[config.mk]
export PLATFORM = sky130hd
export DESIGN_NAME = regfile_wb_arbiter
export DESIGN_NICKNAME = d
export VERILOG_FILES = /design/src/rtl/regfile_wb_arbiter.sv
export SDC_FILE = /design/constraint.sdc
export NUM_CORES = 1
export LEC_CHECK = 0
export CAP_MARGIN = 20
export CORE_ASPECT_RATIO = 0.75
export CORE_MARGIN = 1.5
export CORE_UTILIZATION = 49
export CTS_BUF_LIST = sky130_fd_sc_hd__clkbuf_8
export DETAILED_ROUTE_END_ITERATION = 12
export PLACE_DENSITY_LB_ADDON = 0.3
export SLEW_MARGIN = 20
export SYNTH_ARGS = -nofsm -noshare
export SYNTH_HDL_FRONTEND = slang
export SYNTH_SLANG_ARGS = --single-unit
[constraint.sdc]
create_clock -name clk -period 3.8 [get_ports clk]
set_input_delay 0.76 -clock clk [delete_from_list [all_inputs] [get_ports clk]]
set_output_delay 0.76 -clock clk [all_outputs]
set_load 0.02 [all_outputs]
[src/rtl/regfile_wb_arbiter.sv]
// Write-back arbiter sharing the GPR and FPR write ports between ALU (A) and FPU/load (B) requesters.
// Accept in cycle N drives the write port in N+1; same-file conflicts are round-robin, and the loser holds its request.
module regfile_wb_arbiter #(
  parameter int DATA_W  = 32,
  parameter int ZERO_X0 = 1,
  parameter int CNT_W   = 16
) (
  input  logic              clk,
  input  logic              reset,
  input  logic              a_valid,
  output logic              a_ready,
  input  logic              a_is_fp,
  input  logic [4:0]        a_rd,
  input  logic [DATA_W-1:0] a_data,
  input  logic              b_valid,
  output logic              b_ready,
  input  logic              b_is_fp,
  input  logic [4:0]        b_rd,
  input  logic [DATA_W-1:0] b_data,
  output logic              gpr_reg_write,
  output logic [4:0]        gpr_write_reg,
  output logic [DATA_W-1:0] gpr_write_data,
  output logic              fpr_reg_write,
  output logic [4:0]        fpr_write_reg,
  output logic [DATA_W-1:0] fpr_write_data,
  output logic [CNT_W-1:0]  stall_cnt
);

  logic              ptr_gpr_q, ptr_gpr_d;
  logic              ptr_fpr_q, ptr_fpr_d;
  logic              gpr_we_q, gpr_we_d;
  logic [4:0]        gpr_rd_q, gpr_rd_d;
  logic [DATA_W-1:0] gpr_dat_q, gpr_dat_d;
  logic              fpr_we_q, fpr_we_d;
  logic [4:0]        fpr_rd_q, fpr_rd_d;
  logic [DATA_W-1:0] fpr_dat_q, fpr_dat_d;
  logic [CNT_W-1:0]  cnt_q, cnt_d;

  logic conflict, ptr_sel, a_acc, b_acc, stall;

  assign conflict = a_valid && b_valid && (a_is_fp == b_is_fp);
  assign ptr_sel  = a_is_fp ? ptr_fpr_q : ptr_gpr_q;
  assign a_ready  = !reset && (!conflict || !ptr_sel);
  assign b_ready  = !reset && (!conflict || ptr_sel);
  assign a_acc    = a_valid && a_ready;
  assign b_acc    = b_valid && b_ready;
  assign stall    = (a_valid && !a_ready) || (b_valid && !b_ready);

  always_comb begin
    ptr_gpr_d = ptr_gpr_q;
    ptr_fpr_d = ptr_fpr_q;
    gpr_we_d  = 1'b0;
    gpr_rd_d  = gpr_rd_q;
    gpr_dat_d = gpr_dat_q;
    fpr_we_d  = 1'b0;
    fpr_rd_d  = fpr_rd_q;
    fpr_dat_d = fpr_dat_q;
    cnt_d     = cnt_q;

    // The pointer moves to the loser, so the loser wins the next conflict in that file.
    if (conflict && !a_is_fp) ptr_gpr_d = ~ptr_gpr_q;
    if (conflict && a_is_fp)  ptr_fpr_d = ~ptr_fpr_q;

    if (a_acc && !a_is_fp) begin
      gpr_we_d  = (ZERO_X0 == 0) || (a_rd != 5'd0);
      gpr_rd_d  = a_rd;
      gpr_dat_d = a_data;
    end else if (b_acc && !b_is_fp) begin
      gpr_we_d  = (ZERO_X0 == 0) || (b_rd != 5'd0);
      gpr_rd_d  = b_rd;
      gpr_dat_d = b_data;
    end

    if (a_acc && a_is_fp) begin
      fpr_we_d  = 1'b1;
      fpr_rd_d  = a_rd;
      fpr_dat_d = a_data;
    end else if (b_acc && b_is_fp) begin
      fpr_we_d  = 1'b1;
      fpr_rd_d  = b_rd;
      fpr_dat_d = b_data;
    end

    if (stall && (cnt_q != {CNT_W{1'b1}})) cnt_d = cnt_q + 1'b1;
  end

  always_ff @(posedge clk) begin
    if (reset) begin
      ptr_gpr_q <= 1'b0;
      ptr_fpr_q <= 1'b0;
      gpr_we_q  <= 1'b0;
      gpr_rd_q  <= '0;
      gpr_dat_q <= '0;
      fpr_we_q  <= 1'b0;
      fpr_rd_q  <= '0;
      fpr_dat_q <= '0;
      cnt_q     <= '0;
    end else begin
      ptr_gpr_q <= ptr_gpr_d;
      ptr_fpr_q <= ptr_fpr_d;
      gpr_we_q  <= gpr_we_d;
      gpr_rd_q  <= gpr_rd_d;
      gpr_dat_q <= gpr_dat_d;
      fpr_we_q  <= fpr_we_d;
      fpr_rd_q  <= fpr_rd_d;
      fpr_dat_q <= fpr_dat_d;
      cnt_q     <= cnt_d;
    end
  end

  // Masking with reset drops a write registered just before a reset edge.
  assign gpr_reg_write  = gpr_we_q && !reset;
  assign gpr_write_reg  = gpr_rd_q;
  assign gpr_write_data = gpr_dat_q;
  assign fpr_reg_write  = fpr_we_q && !reset;
  assign fpr_write_reg  = fpr_rd_q;
  assign fpr_write_data = fpr_dat_q;
  assign stall_cnt      = cnt_q;

endmodule

==> impl_metrics.toml <==
[outcome]
status = "complete, no violations"

[detailed_routing]
via_count = 4298
post-route-drc-count = 0
ant_nets = 0
drt_iter0_markers = 288
routed_wl_mm = 13.1
viasPerCell = 5.78
dr.pass1.iters = 5
post_drt_wl_per_cell_um = 17.7

[synthesis]
synth_top_family_by_area = "multiplexers"
syn_avg_cell_area_um2 = 9.28
synth_cell_types = 38
synth-simple-area-share_pct = 15.4
yosysSeqAreaShare_pct = 42.2
synth-xor-area-share_pct = 0.590
synth-adder-area-share_pct = 0.281
ys.flop_type = "dfxtp_1"
synth_edf_count = 0
syn_area_mm2 = 0.00446
muxShareOfSynthArea_pct = 18.6
synth_compound_area_share_pct = 17.8
syn_inst = 480
yosys_warnings = 0
ys_seq_elements = 94
synth_nets = 561
async_reset_ff_share_pct = 0

[floorplan]
rows = 29
die_w_um = 113
start_util_pct = 51.6
dieHeight_um = 85.6
io_pins = 174
core_mm2 = 0.00864
die_area_mm2 = 0.00968

[grt]
antenna_found_initial = 0
grt_pass1_vias = 4228
grt_pass1_wl_mm = 21.0
grt_overflow = 0
grt_max_degree = 76
groute.usage.overall_pct = 26.7

[sta]
finalSetupTns_ns = 0
drv_slew = 0
skew_ns = 0.00673
finalHoldViolCount = 0
fin_hold_ws_ns = 0.544
max_freq_ghz = 0.307
setup_viol = 0
post-route-min-period_ns = 3.26
rsz0062_at_grt = "no"
slew_headroom_pct = 53.0
worst_slew_pin_slew_ns = 0.705
post-route-period-util_pct = 85.9

[worst_setup_path]
criticalPathCategory = "input port to primary output"
crit_fanout = 11
startpoint_type = "input port"
cp.arrival_ns = 2.50
required_ns = 3.04
end_kind = "primary output"

[clocking]
postCtsResizedCells = 0
cts_setup_buffers = 0
cts_tree = "built"
cts_num_sinks = 94
numCtsBuffers = 9
clkTransAtPathRegs_ns = 0.08
cts-root-buf = "clkbuf_8"
insertion_delay_ns = 0.36
h-tree-depth = 3
cts_buffer_depth = 2
holdBufCountCts = 0

[place]
gp_congestion = 0.840
place_inst = 729
port_buffers = 173
place_hpwl_mm = 9.03

[layout]
final_util_pct = 74.6
finalNonFillerCells = 744
diodes = 0
areaGrowthSynthToFinish_pct = 44.5
nNetsFinal = 713
seqCellArea_mm2 = 0.00188
drive_above_1_share_pct = 5.35
nFillCells = 656
multi_input_area_mm2 = 0.00239

[power]
power.density_mw_per_mm2 = 359
vdd.ir_drop.worst_uv = 250
p_leak_uw = 0.00225

[run]
maxCapViolations = 0

[hold_path]
hp-class = "flop to flop"
where the power goes:
group	switching (uW)	leakage [uW]	internal, uW
Combinational	257	0.00137	265
Clock	336	0.000110	362
Sequential	40.1	0.000772	1050
final timing paths:
check | cells past startpoint | startpoint | endpoint | slack (ns)
setup reg to reg | 5 | stall_cnt[1]$_SDFFE_PP0P_ | stall_cnt[0]$_SDFFE_PP0P_ | 1.70
hold reg to reg | 2 | stall_cnt[5]$_SDFFE_PP0P_ | stall_cnt[5]$_SDFFE_PP0P_ | 0.54
setup / recovery | 5 | a_is_fp | b_ready | 0.54
hold / removal | 2 | stall_cnt[5]$_SDFFE_PP0P_ | stall_cnt[5]$_SDFFE_PP0P_ | 0.54
layout make-up:
type | instances | share of cell area, %
clock buffer | 9 | 1.92
multi-input combinational | 341 | 37.1
tap | 108 | 2.10
sequential | 94 | 29.2
inverter | 5 | 0.291
timing repair buffer | 181 | 28.2
clock inverter | 6 | 1.22
cells in the final DEF (no fill, tap or decap), drive strengths merged, types with 6 or more instances in the layout:
| cell | Yosys | final |
|---|---|---|
| clkdlybuf4s50 | 0 | 172 |
| dfxtp | 94 | 94 |
| nor2 | 87 | 87 |
| a211oi | 77 | 77 |
| mux2i | 75 | 75 |
| nand2 | 11 | 11 |
| nor2b | 10 | 10 |
| nand3 | 9 | 9 |
| a21oi | 9 | 9 |
| or4 | 9 | 9 |
| clkbuf | 17 | 9 |
| buf | 23 | 9 |
| mux2 | 7 | 7 |
| inv | 5 | 6 |
| o31ai | 6 | 6 |
layer usage:
| layer | vias up | global-route usage (%) | routed length, um |
|---|---|---|---|
| met1 | 2029 | 34.3 | 5930 |
| met4 | 0 | 6.48 | 165 |
| met2 | 175 | 44.6 | 6090 |
| met5 | - | 0 | 0 |
| li1 | 2077 | - | - |
| met3 | 17 | 7.63 | 959 |
Yosys cell counts (5+ instances only):
cell	number	share of area [%]
dfxtp_1	94	42
nor2_1	87	7.3
a211oi_1	77	13
mux2i_1	75	17
clkbuf_1	17	1.4
nand2_1	11	0.93
nor2b_1	10	1.4
a21oi_1	9	1.0
nand3_1	9	1.0
or4_1	9	1.5
buf_1	7	0.59
buf_2	7	0.79
mux2_2	7	1.8
o31ai_1	6	1.0
buf_4	5	0.84
inv_1	5	0.42
o21ai_0	5	0.56
through the flow:
| step | worst slack, ns | total power, uW | cell area [um2] |
|---|---|---|---|
| 6_report | 0.537 | 2310 | 6440 |
| 5_1_grt | 0.421 | 2400 | 6440 |
| 4_1_cts | 0.542 | 2330 | 6440 |
| 3_5_place_dp | 0.536 | 1630 | 6240 |
| 3_3_place_gp | 0.590 | 1620 | 6240 |
| 2_1_floorplan | 1.57 | 1360 | 4460 |
critical path, stage by stage:
cell and delay, ns:
clkdlybuf4s50_1 0.78, nor3_1 0.08, a31oi_1 0.16, o21a_1 0.13
clkdlybuf4s50_1 0.59
logic make-up after synthesis:
| kind of cell | count (synthesis) |
|---|---|
| DFF | 94 |
| buffers and inverters | 45 |
| and+or+nand+nor | 145 |
| xor gates and xnor gates | 3 |
| muxes | 82 |
| adders and majority gates | 1 |
| AOI/OAI and AO/OA | 110 |
Note: power is estimated with default switching activity, not from simulation.
